--- config.mk ---
export PLATFORM = sky130hd
export DESIGN_NAME = uart_buffered_tx
export DESIGN_NICKNAME = d
export VERILOG_FILES = /design/src/rtl/uart_pkg.sv /design/src/rtl/sync_fifo.sv /design/src/rtl/uart_buffered_tx.sv
export SDC_FILE = /design/constraint.sdc
export NUM_CORES = 1
export LEC_CHECK = 0
export ABC_AREA = 1
export BUFFER_PORTS_ARGS = -buffer_cell sky130_fd_sc_hd__buf_2
export CAP_MARGIN = 5
export CORE_ASPECT_RATIO = 0.6
export CORE_MARGIN = 2
export CORE_UTILIZATION = 38
export DETAILED_ROUTE_END_ITERATION = 12
export PLACE_DENSITY = 0.6
export SETUP_SLACK_MARGIN = 0.05
export SYNTH_ARGS = -nofsm -noshare
export SYNTH_HDL_FRONTEND = slang
export SYNTH_SLANG_ARGS = --single-unit
--- constraint.sdc ---
create_clock -name clk -period 6.6 [get_ports clk]
set_input_delay 1.32 -clock clk [delete_from_list [all_inputs] [get_ports clk]]
set_output_delay 1.32 -clock clk [all_outputs]
set_load 0.01 [all_outputs]
--- src/rtl/uart_pkg.sv ---
// Shared UART definitions for the transmit and receive paths.
//   tx_state_t    : transmitter FSM states
//   UART_DATA_W   : payload bits per frame
//   UART_IDLE_LVL : line level while no frame is in flight
package uart_pkg;

  localparam int   UART_DATA_W   = 8;
  localparam logic UART_IDLE_LVL = 1'b1;

  typedef enum logic [2:0] {
    IDLE,
    START,
    DATA,
    PARITY,
    STOP
  } tx_state_t;

endpackage

--- src/rtl/sync_fifo.sv ---
// Synchronous FIFO with a first-word-fall-through head.
// Ports:
//   clk, reset   : clock and synchronous active-high reset (contents discarded)
//   push, wdata  : write request and data (ignored when full)
//   pop          : read request, advances past the current head (ignored when empty)
//   head         : oldest stored word, valid whenever empty is low
//   full, empty  : occupancy flags
//   count        : number of stored words, 0..DEPTH
// DEPTH must be a power of two so the pointers wrap naturally.
module sync_fifo #(
  parameter int DATA_W = 8,
  parameter int DEPTH  = 16
) (
  input  logic                     clk,
  input  logic                     reset,
  input  logic                     push,
  input  logic [DATA_W-1:0]        wdata,
  input  logic                     pop,
  output logic [DATA_W-1:0]        head,
  output logic                     full,
  output logic                     empty,
  output logic [$clog2(DEPTH):0]   count
);

  localparam int AW = $clog2(DEPTH);

  logic [DATA_W-1:0] mem [DEPTH];
  logic [AW-1:0]     wr_ptr;
  logic [AW-1:0]     rd_ptr;
  logic              push_ok;
  logic              pop_ok;

  assign full    = (count == (AW+1)'(DEPTH));
  assign empty   = (count == '0);
  assign push_ok = push && !full;
  assign pop_ok  = pop && !empty;
  assign head    = mem[rd_ptr];

  always_ff @(posedge clk) begin
    if (push_ok) mem[wr_ptr] <= wdata;
  end

  always_ff @(posedge clk) begin
    if (reset) begin
      wr_ptr <= '0;
      rd_ptr <= '0;
      count  <= '0;
    end else begin
      if (push_ok) wr_ptr <= wr_ptr + 1'b1;
      if (pop_ok)  rd_ptr <= rd_ptr + 1'b1;
      case ({push_ok, pop_ok})
        2'b10:   count <= count + 1'b1;
        2'b01:   count <= count - 1'b1;
        default: count <= count;
      endcase
    end
  end

endmodule

--- src/rtl/uart_buffered_tx.sv ---
// Buffered UART transmitter: bytes enter a FIFO over a valid/ready handshake
// and are serialised LSB-first, 8N1 by default.
// Optional feature macro: UART_TX_PARITY_EN -> 8E1 frames (even parity bit
// inserted between data bit 7 and the stop bit).
// Ports:
//   clk          : clock, rising edge
//   i_reset      : synchronous active-high reset, truncates any frame
//   i_data       : byte to send
//   i_valid      : i_data valid; accepted when o_ready is also high
//   o_ready      : FIFO has room
//   o_uart_tx    : registered serial line, idle high
//   o_busy       : frame in flight or bytes still buffered
//   o_fifo_count : bytes currently buffered
//
// state  | meaning
// IDLE   | line idle, waiting for a buffered byte
// START  | start bit (low)
// DATA   | data bits 0..7, shift[0] on the line
// PARITY | even parity bit (only with UART_TX_PARITY_EN)
// STOP   | stop bit (high); pops the next byte directly if one is waiting
module uart_buffered_tx import uart_pkg::*; #(
  parameter int CLKS_PER_BIT = 868,
  parameter int FIFO_DEPTH   = 16
) (
  input  logic                          clk,
  input  logic                          i_reset,
  input  logic [UART_DATA_W-1:0]        i_data,
  input  logic                          i_valid,
  output logic                          o_ready,
  output logic                          o_uart_tx,
  output logic                          o_busy,
  output logic [$clog2(FIFO_DEPTH):0]   o_fifo_count
);

  localparam int TW = $clog2(CLKS_PER_BIT);

  tx_state_t              state;
  tx_state_t              state_next;
  logic [TW-1:0]          timer;
  logic                   timer_done;
  logic [2:0]             bit_idx;
  logic [UART_DATA_W-1:0] shift;
  logic [UART_DATA_W-1:0] shift_next;
  logic [UART_DATA_W-1:0] head;
  logic                   tx_next;
  logic                   push;
  logic                   pop;
  logic                   fifo_full;
  logic                   fifo_empty;
`ifdef UART_TX_PARITY_EN
  logic                   parity;
`endif

  assign push       = i_valid && o_ready;
  assign o_ready    = !fifo_full;
  assign timer_done = (timer == TW'(CLKS_PER_BIT - 1));
  assign o_busy     = (state != IDLE) || !fifo_empty;

  sync_fifo #(
    .DATA_W (UART_DATA_W),
    .DEPTH  (FIFO_DEPTH)
  ) u_fifo (
    .clk   (clk),
    .reset (i_reset),
    .push  (push),
    .wdata (i_data),
    .pop   (pop),
    .head  (head),
    .full  (fifo_full),
    .empty (fifo_empty),
    .count (o_fifo_count)
  );

  always_ff @(posedge clk) begin
    if (i_reset) state <= IDLE;
    else         state <= state_next;
  end

  always_comb begin
    state_next = state;
    pop        = 1'b0;
    case (state)
      IDLE: begin
        if (!fifo_empty) begin
          state_next = START;
          pop        = 1'b1;
        end
      end
      START: if (timer_done) state_next = DATA;
      DATA: begin
        if (timer_done && bit_idx == 3'd7) begin
`ifdef UART_TX_PARITY_EN
          state_next = PARITY;
`else
          state_next = STOP;
`endif
        end
      end
`ifdef UART_TX_PARITY_EN
      PARITY: if (timer_done) state_next = STOP;
`endif
      STOP: begin
        if (timer_done) begin
          // Chain straight into the next frame so there is no idle gap.
          if (!fifo_empty) begin
            state_next = START;
            pop        = 1'b1;
          end else begin
            state_next = IDLE;
          end
        end
      end
      default: state_next = IDLE;
    endcase
  end

  // The line level is computed from the upcoming state so that the
  // registered output changes on the same edge as the state.
  always_comb begin
    shift_next = shift;
    if (pop)                            shift_next = head;
    else if (state == DATA && timer_done) shift_next = {1'b0, shift[UART_DATA_W-1:1]};

    tx_next = UART_IDLE_LVL;
    case (state_next)
      START:   tx_next = ~UART_IDLE_LVL;
      DATA:    tx_next = shift_next[0];
`ifdef UART_TX_PARITY_EN
      PARITY:  tx_next = parity;
`endif
      default: tx_next = UART_IDLE_LVL;
    endcase
  end

  always_ff @(posedge clk) begin
    if (i_reset) begin
      timer     <= '0;
      bit_idx   <= '0;
      shift     <= '0;
      o_uart_tx <= UART_IDLE_LVL;
`ifdef UART_TX_PARITY_EN
      parity    <= 1'b0;
`endif
    end else begin
      shift     <= shift_next;
      o_uart_tx <= tx_next;
      if (state == IDLE || timer_done) timer <= '0;
      else                             timer <= timer + 1'b1;
      if (state != DATA)               bit_idx <= '0;
      else if (timer_done)             bit_idx <= bit_idx + 1'b1;
`ifdef UART_TX_PARITY_EN
      if (pop) parity <= ^head;
`endif
    end
  end

endmodule

==> results.yml <==
sta:
  tns_ns: 0
  fmax_ghz: 0.3565
  fin_skew_ns: 0.009409
  rsz0062_at_grt: "false"
  period_share_pct: 42.50
  min_period_ns: 2.805
  worstMarginPinSlew_ns: 0.7567
  drv_slew: 0
  finalHoldViolations: 0
  relSlewSlack_pct: 49.36
  setup_violations: 0
run_status:
  run_status: "complete, no violations"
critical_path:
  worst_setup_path_start_kind: "flop"
  timing.rr.start: "timer[0]"
  worstSetupEndpointType: "flop"
  crit_top_cell: "nand2_1"
  critPathRequiredTime_ns: 6.90
  r2r_slack_ns: 3.80
  max_stage_delay_ns: 0.36
  worstPathMaxFanout: 14
  crit_chain: "ha_1, inv_1, nor2_2, nand3_4, nand2_4, nand2_2, inv_2, ha_1, xnor2_1, inv_1, ha_1, inv_1, nand2_2, nand2_2, nand2_1, nand2_1, nand2_1, nand2_1, a21oi_2"
  path_delay_family: "simple AND/OR/NAND/NOR gates"
  cp_num_buf_inv: 4
  r2r-end: "u_fifo.count[4]"
  crit_type: "flop to flop"
  crit_arrival_ns: 3.10
  crit_start: "timer[0]"
  slowest_stage: "dfxtp_1"
  reg2reg_depth: 19
grt:
  antenna_found_initial: 0
  grt_start_max_net_pins: 66
  grt_pass1_wl_um: 26280
  grtUsageTotal_pct: 17.54
  overflow: 0
  grt_pass1_vias: 4688
logic_synthesis:
  synth_cells: 639
  netlist-cell-type-count: 40
  synth_xor_area_share_pct: 0.2474
  mappedNetlistArea_mm2: 0.007079
  synth_area_per_cell_um2: 11.08
  synthTopCellsByArea: "edfxtp_1 54%, dfxtp_1 12%, nor2_1 5.9%"
  synth_top_area_cell: "edfxtp_1"
  synth_mux_area_share_pct: 0
  synth_top_area_share_pct: 54.29
  synth_top_family_by_area: "simple AND/OR/NAND/NOR gates"
  ys_warn_count: 0
  seq_area_frac_synth_pct: 66.17
  synth_seq_cells: 170
  synthAdderAreaFrac_pct: 1.944
  syn-num-nets: 661
  synth-compound-area-share_pct: 12.57
  yosys.area_share.simple_pct: 14.99
placement:
  hpwl_um: 10910
  place_area_mm2: 0.007353
  gp_congestion: 0.8828
  port_buffers: 18
cells_and_area:
  n_antenna_cell: 0
  fillers: 1674
  nets: 673
  post-route-cell-area_mm2: 0.007961
  drive_gt1_share_pct: 11.45
  final_cell_mix: "128 x edfxtp_1, 112 x nor2_1, 81 x nand2_1"
  final_common_cell: "edfxtp_1"
  synthToLayoutAreaGrowth_pct: 12.46
route:
  routedWlPerCell_um: 18.50
  drc: 0
  via_count: 4913
  antenna_left: 0
  dr.pass1.iters: 5
  drt_iter0_drc: 630
  wl_um: 16720
  via_per_inst: 5.435
power_and_ir_drop:
  p_per_area_mw_per_mm2: 396.9
  leakagePower_uw: 0.002765
  vdd_drop_max_v: 0.0001990
hold_path:
  hold_path_class: "flop to flop"
  hold_start: "timer[0]"
  whs_endpoint: "timer[0]"
  holdPathStages: 1
clocking:
  cts_tree: "built"
  htree_levels: 4
  postCtsResizedCells: 0
  cts.sinks: 170
  clk_path_buf_depth: 2
  hold_buffers: 0
  clk_pin_slew_worst_paths_ns: 0.06
  cts_made_buffers: 17
  cts_setup_buffers: 0
  clock_latency_ns: 0.42
  cts-root-buf: "clkbuf_16"
floorplan:
  start_util_pct: 38.98
  die_w_um: 180.2
  core_area_mm2: 0.01816
  die-height_um: 109.7
  dieArea_mm2: 0.01977
  io_pins: 19
  placementRows: 38
run:
  max_cap_violations: 0
==> Yosys cell counts <==
| cell | n |
|---|---|
| ha_1 | 11 |
| nand3_4 | 2 |
| o21ai_1 | 5 |
| buf_4 | 1 |
| nor3b_1 | 3 |
| nor2_8 | 1 |
| nor3_1 | 4 |
| clkbuf_1 | 12 |
| nor2_2 | 5 |
| inv_2 | 5 |
| nand4_1 | 4 |
| a21oi_2 | 2 |
| a21oi_1 | 29 |
| buf_6 | 2 |
| a32o_1 | 1 |
| o21ai_0 | 66 |
| o22ai_1 | 10 |
| nor2_4 | 1 |
| nand4_2 | 2 |
| nand3_1 | 18 |
| o21a_1 | 1 |
| a22oi_1 | 3 |
| nor3_2 | 1 |
| edfxtp_1 | 128 |
| inv_4 | 1 |
| dfxtp_1 | 42 |
| o211ai_2 | 1 |
| nor2_1 | 112 |
| nand3_2 | 1 |
| o221ai_1 | 18 |
| inv_1 | 33 |
| buf_2 | 13 |
| nand2_2 | 4 |
| nand2_1 | 81 |
| o211ai_1 | 10 |
| a31oi_1 | 1 |
| nand2_4 | 1 |
| xnor2_1 | 2 |
| o21ai_2 | 1 |
| o311ai_1 | 1 |
==> sequential cells by signal, indices dropped and copies added, names as in the netlist, named ones only <==
signal,count
u_fifo.count,5
shift,8
o_uart_tx,1
u_fifo.wr_ptr,4
u_fifo.mem,128
timer,10
u_fifo.rd_ptr,4
state,3
bit_idx,3
==> worst max path at each step <==
stage	end	slack, ns	depth (start not counted)
after global routing	u_fifo.count[4]	3.41	18
after CTS	u_fifo.count[4]	3.77	19
final	u_fifo.count[4]	3.80	19
after floorplan	u_fifo.count[4]	4.00	13
after global placement	u_fifo.count[4]	3.76	14
after detailed placement	u_fifo.mem[3][2]	3.66	5
==> cells by family (layout without fill, tap and decap cells) <==
group           count (synthesis)  after routing
flops                         170            170
buf+inv                        67             92
xor+xnor                        2              2
fa+ha+maj                      11             11
compound gates                149            149
simple gates                  240            240
==> power by group <==
part | switching, uW | total (uW) | internal [uW] | leakage (uW)
clock network | 405 | 1040 | 631 | 0.000292
registers | 50.7 | 1270 | 1220 | 0.00150
logic | 606 | 853 | 247 | 0.000974
total | 1060 | 3160 | 2100 | 0.00277
==> routing by layer <==
| layer | track usage (%) | routed length (um) | up-vias |
|---|---|---|---|
| li1 | - | - | 2296 |
| met4 | 5.242 | 229 | 0 |
| met1 | 26.72 | 8192 | 2397 |
| met2 | 25.30 | 6994 | 195 |
| met3 | 3.246 | 1304 | 25 |
| met5 | 0 | 0 | - |
==> final cells by class <==
cell class | instances | area (um2) | area share, %
Multi-Input combinational cell | 402 | 2106 | 26.45
Inverter | 39 | 148.9 | 1.870
Clock inverter | 13 | 175.2 | 2.200
Tap cell | 240 | 300.3 | 3.772
Sequential cell | 170 | 4686 | 58.86
Clock buffer | 19 | 432.9 | 5.438
Timing Repair Buffer | 21 | 112.6 | 1.414
==> through the flow <==
| step | instances | worst slack [ns] | utilization [%] | hold slack, ns | power (uW) |
|---|---|---|---|---|---|
| detailed placement | 872 | 3.664 | 40.49 | 0.4484 | 2131 |
| global placement | 872 | 3.757 | 40.49 | 0.4285 | 2117 |
| global route | 904 | 3.410 | 43.83 | 0.4880 | 3333 |
| CTS | 904 | 3.772 | 43.83 | 0.4621 | 3160 |
| finish | 904 | 3.795 | 43.83 | 0.4617 | 3160 |
| floorplan | 639 | 4.004 | - | 0.4175 | 1914 |
Note: power is estimated with default switching activity, not from simulation.
